[src/rtl/imem_loader.sv]
// Instruction-memory loader: accepts a byte stream (16-bit word count, then big-endian words),
// writes instruction memory and releases the core. Optional trailing XOR check byte: LOADER_CHECKSUM_EN.
module imem_loader #(
  parameter int DEPTH = 72,
  parameter int AW    = 7
) (
  input  logic          clk,
  input  logic          reset,
  input  logic [7:0]    rx_data,
  input  logic          rx_valid,
  output logic          rx_ready,
  output logic          imem_we,
  output logic [AW-1:0] imem_addr,
  output logic [31:0]   imem_wdata,
  output logic          core_reset,
  output logic          load_done,
  output logic          load_err
);

  typedef enum logic [2:0] {
    CNT_HI,
    CNT_LO,
    DATA,
    FLUSH,
`ifdef LOADER_CHECKSUM_EN
    CHK,
`endif
    DONE,
    ERR
  } state_t;

`ifdef LOADER_CHECKSUM_EN
  localparam state_t AFTER_LOAD = CHK;
`else
  localparam state_t AFTER_LOAD = DONE;
`endif

  localparam logic [16:0] DEPTH_W = 17'(DEPTH);

  state_t          state_q, state_d;
  logic [15:0]     count_q, count_d;
  logic [15:0]     widx_q, widx_d;
  logic [1:0]      byte_cnt_q, byte_cnt_d;
  logic [23:0]     word_q, word_d;
  logic            imem_we_q, imem_we_d;
  logic [AW-1:0]   imem_addr_q, imem_addr_d;
  logic [31:0]     imem_wdata_q, imem_wdata_d;
  logic            accept;
  logic [15:0]     new_count;
`ifdef LOADER_CHECKSUM_EN
  logic [7:0]      csum_q, csum_d;
`endif

  // Handshake and status outputs are pure decodes of the state register.
  always_comb begin
    rx_ready = 1'b0;
    case (state_q)
      CNT_HI, CNT_LO, DATA: rx_ready = 1'b1;
`ifdef LOADER_CHECKSUM_EN
      CHK:                  rx_ready = 1'b1;
`endif
      default:              rx_ready = 1'b0;
    endcase
  end

  assign accept     = rx_valid & rx_ready;
  assign new_count  = {count_q[15:8], rx_data};
  assign core_reset = (state_q != DONE);
  assign load_done  = (state_q == DONE);
  assign load_err   = (state_q == ERR);
  assign imem_we    = imem_we_q;
  assign imem_addr  = imem_addr_q;
  assign imem_wdata = imem_wdata_q;

  always_comb begin
    state_d      = state_q;
    count_d      = count_q;
    widx_d       = widx_q;
    byte_cnt_d   = byte_cnt_q;
    word_d       = word_q;
    imem_we_d    = 1'b0;
    imem_addr_d  = imem_addr_q;
    imem_wdata_d = imem_wdata_q;
`ifdef LOADER_CHECKSUM_EN
    csum_d       = csum_q;
`endif

    case (state_q)
      CNT_HI: begin
        if (accept) begin
          count_d[15:8] = rx_data;
          state_d       = CNT_LO;
        end
      end

      CNT_LO: begin
        if (accept) begin
          count_d[7:0] = rx_data;
          if ({1'b0, new_count} > DEPTH_W) begin
            state_d = ERR;
          end else if (new_count == 16'd0) begin
            state_d = AFTER_LOAD;
          end else begin
            state_d = DATA;
          end
        end
      end

      DATA: begin
        if (accept) begin
          word_d     = {word_q[15:0], rx_data};
          byte_cnt_d = byte_cnt_q + 2'd1;
          // Fourth byte completes the word; the write strobe lands in the following cycle.
          if (byte_cnt_q == 2'd3) begin
            imem_we_d    = 1'b1;
            imem_addr_d  = widx_q[AW-1:0];
            imem_wdata_d = {word_q, rx_data};
            widx_d       = widx_q + 16'd1;
            if (widx_q == count_q - 16'd1) begin
              state_d = FLUSH;
            end
          end
        end
      end

      FLUSH: state_d = AFTER_LOAD;

`ifdef LOADER_CHECKSUM_EN
      CHK: begin
        if (accept) begin
          state_d = (rx_data == csum_q) ? DONE : ERR;
        end
      end
`endif

      DONE:    state_d = DONE;
      ERR:     state_d = ERR;
      default: state_d = ERR;
    endcase

`ifdef LOADER_CHECKSUM_EN
    if (accept && (state_q == CNT_HI || state_q == CNT_LO || state_q == DATA)) begin
      csum_d = csum_q ^ rx_data;
    end
`endif
  end

  always_ff @(posedge clk) begin
    if (reset) begin
      state_q      <= CNT_HI;
      count_q      <= '0;
      widx_q       <= '0;
      byte_cnt_q   <= '0;
      word_q       <= '0;
      imem_we_q    <= 1'b0;
      imem_addr_q  <= '0;
      imem_wdata_q <= '0;
`ifdef LOADER_CHECKSUM_EN
      csum_q       <= '0;
`endif
    end else begin
      state_q      <= state_d;
      count_q      <= count_d;
      widx_q       <= widx_d;
      byte_cnt_q   <= byte_cnt_d;
      word_q       <= word_d;
      imem_we_q    <= imem_we_d;
      imem_addr_q  <= imem_addr_d;
      imem_wdata_q <= imem_wdata_d;
`ifdef LOADER_CHECKSUM_EN
      csum_q       <= csum_d;
`endif
    end
  end

endmodule

[config.mk]
export PLATFORM = sky130hd
export DESIGN_NAME = imem_loader
export DESIGN_NICKNAME = d
export VERILOG_FILES = /design/src/rtl/imem_loader.sv
export SDC_FILE = /design/constraint.sdc
export NUM_CORES = 1
export LEC_CHECK = 0
export BUFFER_PORTS_ARGS = -buffer_cell sky130_fd_sc_hd__buf_2
export CORE_ASPECT_RATIO = 1.1
export CORE_MARGIN = 2
export CORE_UTILIZATION = 41
export DETAILED_ROUTE_END_ITERATION = 16
export PLACE_DENSITY = 0.71
export SYNTH_ARGS = -nofsm -noshare
export SYNTH_HDL_FRONTEND = slang
export SYNTH_SLANG_ARGS = --single-unit
export TNS_END_PERCENT = 20
[constraint.sdc]
create_clock -name clk -period 2.6 [get_ports clk]
set_input_delay 0.13 -clock clk [delete_from_list [all_inputs] [get_ports clk]]
set_output_delay 0.13 -clock clk [all_outputs]
set_load 0.005 [all_outputs]
Word level (Yosys, flattened, before mapping)
Index checks and enable logic that the tools add are counted.

Register bits after elaboration: 101.

$lt $le $gt $ge: 1. Eq/ne operators: 13. Multiplexer cells: 10. Reduce and logical (&&, ||, !) cells: 10. $add $sub $neg: 3. Bitwise logic cells: 3.

Operators by type and width (number): $mux W3 (7); $add A16 B1 Y16 const B (1); $eq A16 B16 Y1 (1); $gt A16 B7 Y1 const B (1); $logic_not A16 Y1 (1); $sub A16 B1 Y16 const B (1); $pmux W3 S4 (1); $ne A2 B2 Y1 const B (5); $eq A3 B2 Y1 const B (2); $eq A3 B3 Y1 const B (2); $reduce_and A2 Y1 (3); $reduce_or A3 Y1 (2); $reduce_and A5 Y1 (1); $eq A3 B1 Y1 const B (1); $logic_not A3 Y1 (1); $ne A3 B3 Y1 const B (1); $reduce_and A3 Y1 (1); $add A2 B1 Y2 const B (1); $eq A2 B2 Y1 const B (1); $mux W1 (2); $not A1 Y1 (2); $reduce_or A2 Y1 (1); $and A1 B1 Y1 (1).

Logic depth before layout (Yosys ltp)
Depth in word-level cells: 6. Mapped depth: 10. Gate-level depth less buffers: 9.

Worst setup path after synthesis
No wires, ideal clock.

Path type: flip-flop to flip-flop. Start point: register count_q[0]. End point: register state_q[0]. Arrival: 2.299 ns. Library setup time: 0.086 ns. Path buffers: 1. Setup slack: 0.214 ns. Cell stages (with the launch flop): 9. Cell sequence: dfxtp_1 or4_4 buf_6 or4_1 o311ai_1 a21oi_1 a2111oi_2 o21ai_1 a221oi_2.

Longest elaborated chain between the ends: 4.

RTL lines: from (decl) (RTL line 41) `logic [15:0] count_q, count_d;`; from (signal assigned) (RTL line 163) `count_q <= count_d;`; $sub A16 B1 Y16 (RTL line 119) `if (widx_q == count_q - 16'd1) begin`; $eq A16 B16 Y1 (RTL line 119); $ne A2 B2 Y1 (no source line); $reduce_and A5 Y1 (no source line); to (signal assigned) (RTL line 162) `state_q <= state_d;`; to (decl) (RTL line 40) `state_t state_q, state_d;`.

Every way passes these cells. A chain may end at the register's enable or synchronous reset.

Worst setup path after layout
Ends and elaborated chain as after synthesis.

==> impl_metrics.ini <==
[clock_tree]
cts_buffer_depth = 2
clock_sinks = 101
cts_hold_buffers = 0
clk_pin_slew_worst_paths_ns = 0.09
root_buffer = clkbuf_8
cts_tree = built
h-tree-depth = 3
cts_made_buffers = 9
insertion_delay_ns = 0.36

[worst_hold_path]
holdPathEnd = count_q[9]
min_path_cells = 3
hp-class = input port to register
hold_start = rx_data[1]

[timing]
fin_ws_ns = 0.0992
setup_viol = 0
worstMarginPinSlew_ns = 0.835
slew_headroom_pct = 43.9
period_share_pct = 96.2
hold_slack_ns = 0.0637
fin_skew_ns = 0.00944
layout_min_cycle_time_ns = 2.50
timing_hold_violations_final = 0
fmax_ghz = 0.400
maxSlewViolCount = 0

[worst_setup_path]
r2r_cells = 9
cp_cell_sequence = inv_1 -> ha_1 -> or3b_4 -> or3_4 -> o31ai_2 -> nand3_1 -> a2111oi_4 -> o21ai_1 -> a221oi_2
worst-setup-path-type = register to register
max_stage_delay_ns = 0.43
cp.required_ns = 2.88
start_kind = register
r2r-start = count_q[0]
cp_slowest_cell = or3b_4
crit_path_max_fanout = 7
crit_path_end_kind = register
worstReg2RegEnd = state_q[0]
regToRegSetupSlack_ns = 0.1
critPathArrivalTime_ns = 2.78

[global_routing]
grt_first_pass_wirelength_um = 16600
grt_pass1_vias = 3533
track_usage_pct = 18.2
use_met2_pct = 28.3
top_usage_layer = met2
overflow = 0
grt_max_degree = 102
grt_use_met3_pct = 3.78
antenna_found_initial = 0
groute.layer.met1.usage_pct = 24.0

[place]
pre_cts_slack_ns = 0.0294
place_area_um2 = 4640
globalplace.congestion = 0.896
portBuffers = 54
place_inst = 684
dp_hpwl_um = 6860

[synthesis]
synthDistinctLibCells = 44
netlist.area_leader.share_pct = 47.6
synth-seq-cells = 101
synth.area.top_cells = dfxtp_1, nand2_1, a21oi_1, xnor2_1, nor2_1
netlist_instances = 533
syn_nets = 547
yosys_warnings = 0
synth-edff-count = 0
seq_area_frac_synth_pct = 47.6
avgSynthCellArea_um2 = 7.97
synth_top_area_cell = dfxtp_1
synthFlopType = dfxtp_1
async_flop_share_pct = 0
syn_area_um2 = 4250

[detailed_routing]
wl_per_cell_um = 14.1
viasPerCell = 5.35
wl_um = 9840
vias = 3740
drt_iter0_markers = 264
ant_nets = 0
drtPass1Iterations = 6
drc_errors = 0

[power]
switching_power_uw = 743
pwr-share-seq_pct = 53.5
p_sw_share_pct = 24.9
clock_power_share_pct = 35.9
comb_power_share_pct = 10.6
p_int_mw = 2.24
p_leak_nw = 1.80
p_per_area_nw_per_um2 = 612
peakVddDrop_v = 0.000511

[floorplanning]
num_rows = 38
dieHeight_um = 111
io_pins = 55
core_area_um2 = 9980
fp.dieW_um = 101
initial_core_util_pct = 42.6
dieArea_um2 = 11200

[finish]
utilization_pct = 48.9
drive_gt1_share_pct = 16.2
fin_nets = 589
fin_area_um2 = 4880
finalNonFillerCells = 699
areaGrowthSynthToFinish_pct = 14.9
diodes = 0

[outcome]
status = complete, no violations

[flow_run]
cap_violations = 0
==> cell usage in the layout, fill, tap and decap left out, types with 2 or more instances in the layout <==
| cell type | Yosys | final |
|---|---|---|
| o21ai_1 | 5 | 5 |
| nand2_1 | 155 | 155 |
| and3_1 | 2 | 2 |
| nand4_1 | 6 | 6 |
| xnor2_1 | 21 | 21 |
| nor3_1 | 6 | 6 |
| or4_4 | 1 | 2 |
| a21oi_1 | 80 | 80 |
| a21o_1 | 2 | 2 |
| nor2_1 | 33 | 33 |
| xor2_1 | 12 | 12 |
| buf_4 | 0 | 10 |
| or3_1 | 7 | 6 |
| inv_6 | 0 | 2 |
| o311ai_1 | 2 | 2 |
| clkbuf_8 | 0 | 9 |
| dfxtp_1 | 101 | 100 |
| nand2b_1 | 4 | 4 |
| buf_2 | 2 | 54 |
| or4_1 | 5 | 4 |
| nor4_1 | 4 | 4 |
| o211ai_1 | 3 | 3 |
| ha_1 | 3 | 3 |
| inv_1 | 7 | 7 |
| mux2i_1 | 9 | 9 |
| nand3_1 | 8 | 8 |
| o31ai_1 | 5 | 4 |
| bufinv_16 | 0 | 2 |
| or2_2 | 2 | 2 |
==> cell families (layout without fill, tap and decap cells) <==
logic type,Yosys count,in the layout,share of synthesized area [%]
and+or+nand+nor,242,242,24.9
AOI/OAI and AO/OA,103,103,13.8
DFF,101,101,47.6
buffers and inverters,42,88,3.95
xor gates and xnor gates,33,33,6.80
muxes,9,9,2.12
adders and majority gates,3,3,0.883
==> worst max-delay path: cells and delay by family (launching register included) <==
family          cells  cell delay (ns)
fa+ha+maj           1             0.17
compound gates      4             0.91
buf+inv             1             0.06
simple gates        3             0.93
flops               1             0.36
==> repair_timing <==
| action | CTS | global route |
|---|---|---|
| setup endpoints to repair | 0 | 2 |
| gates resized for setup | 0 | 6 |
| buffers inserted | 0 | 0 |
==> state kept, by name, indices dropped and copies added, names as in the netlist <==
signal	count
state_q	3
byte_cnt_q	2
imem_we	1
count_q	16
word_q	24
imem_addr	7
widx_q	16
imem_wdata	32
==> stage by stage <==
stage,TNS [ns],power [mW]
3_5_place_dp,0,1.92
6_report,0,2.99
5_1_grt,-0.0292,3.10
4_1_cts,0,2.98
2_1_floorplan,0,1.85
3_3_place_gp,0,1.91
==> metal layers <==
metal	vias to the layer above	share of wire (%)
met5	-	0
met4	0	3.2
met3	26	3.9
met2	96	47
met1	1760	46
li1	1858	-
==> power groups by stage <==
stage	Combinational, mW	Clock, mW	Sequential, mW
2_1_floorplan	0.230	0	1.62
3_3_place_gp	0.279	0	1.63
3_5_place_dp	0.289	0	1.63
4_1_cts	0.291	1.10	1.60
5_1_grt	0.342	1.15	1.60
6_report	0.316	1.07	1.60
==> synthesized netlist by cell type, types with 2 or more instances <==
cell / count
nor3_1: 6
or3_1: 7
mux2i_1: 9
and3_1: 2
nor2_1: 33
nand2b_1: 4
or2_2: 2
o21ai_1: 5
xor2_1: 12
dfxtp_1: 101
a21o_1: 2
inv_1: 7
nand2_1: 155
o211ai_1: 3
clkbuf_1: 30
ha_1: 3
o31ai_1: 5
or4_1: 5
a21oi_1: 80
nand4_1: 6
o311ai_1: 2
xnor2_1: 21
buf_2: 2
nor4_1: 4
nand3_1: 8
==> worst max path at each step <==
stage / startpoint / to / cells after the start
finish: count_q[0] / state_q[0] / 9
global route: count_q[0] / state_q[0] / 9
CTS: count_q[0] / state_q[0] / 9
detailed placement: count_q[0] / state_q[0] / 9
global placement: count_q[0] / state_q[0] / 9
floorplan: count_q[0] / state_q[0] / 8
==> layout make-up <==
type | instances | area (um2)
Clock inverter | 5 | 82.6
Timing Repair Buffer | 65 | 365
Tap cell | 120 | 150
Sequential cell | 101 | 2020
Clock buffer | 10 | 128
Fill cell | 961 | 5100
Multi-Input combinational cell | 390 | 2100
Inverter | 8 | 30.0
Note: power is estimated with default switching activity, not from simulation.
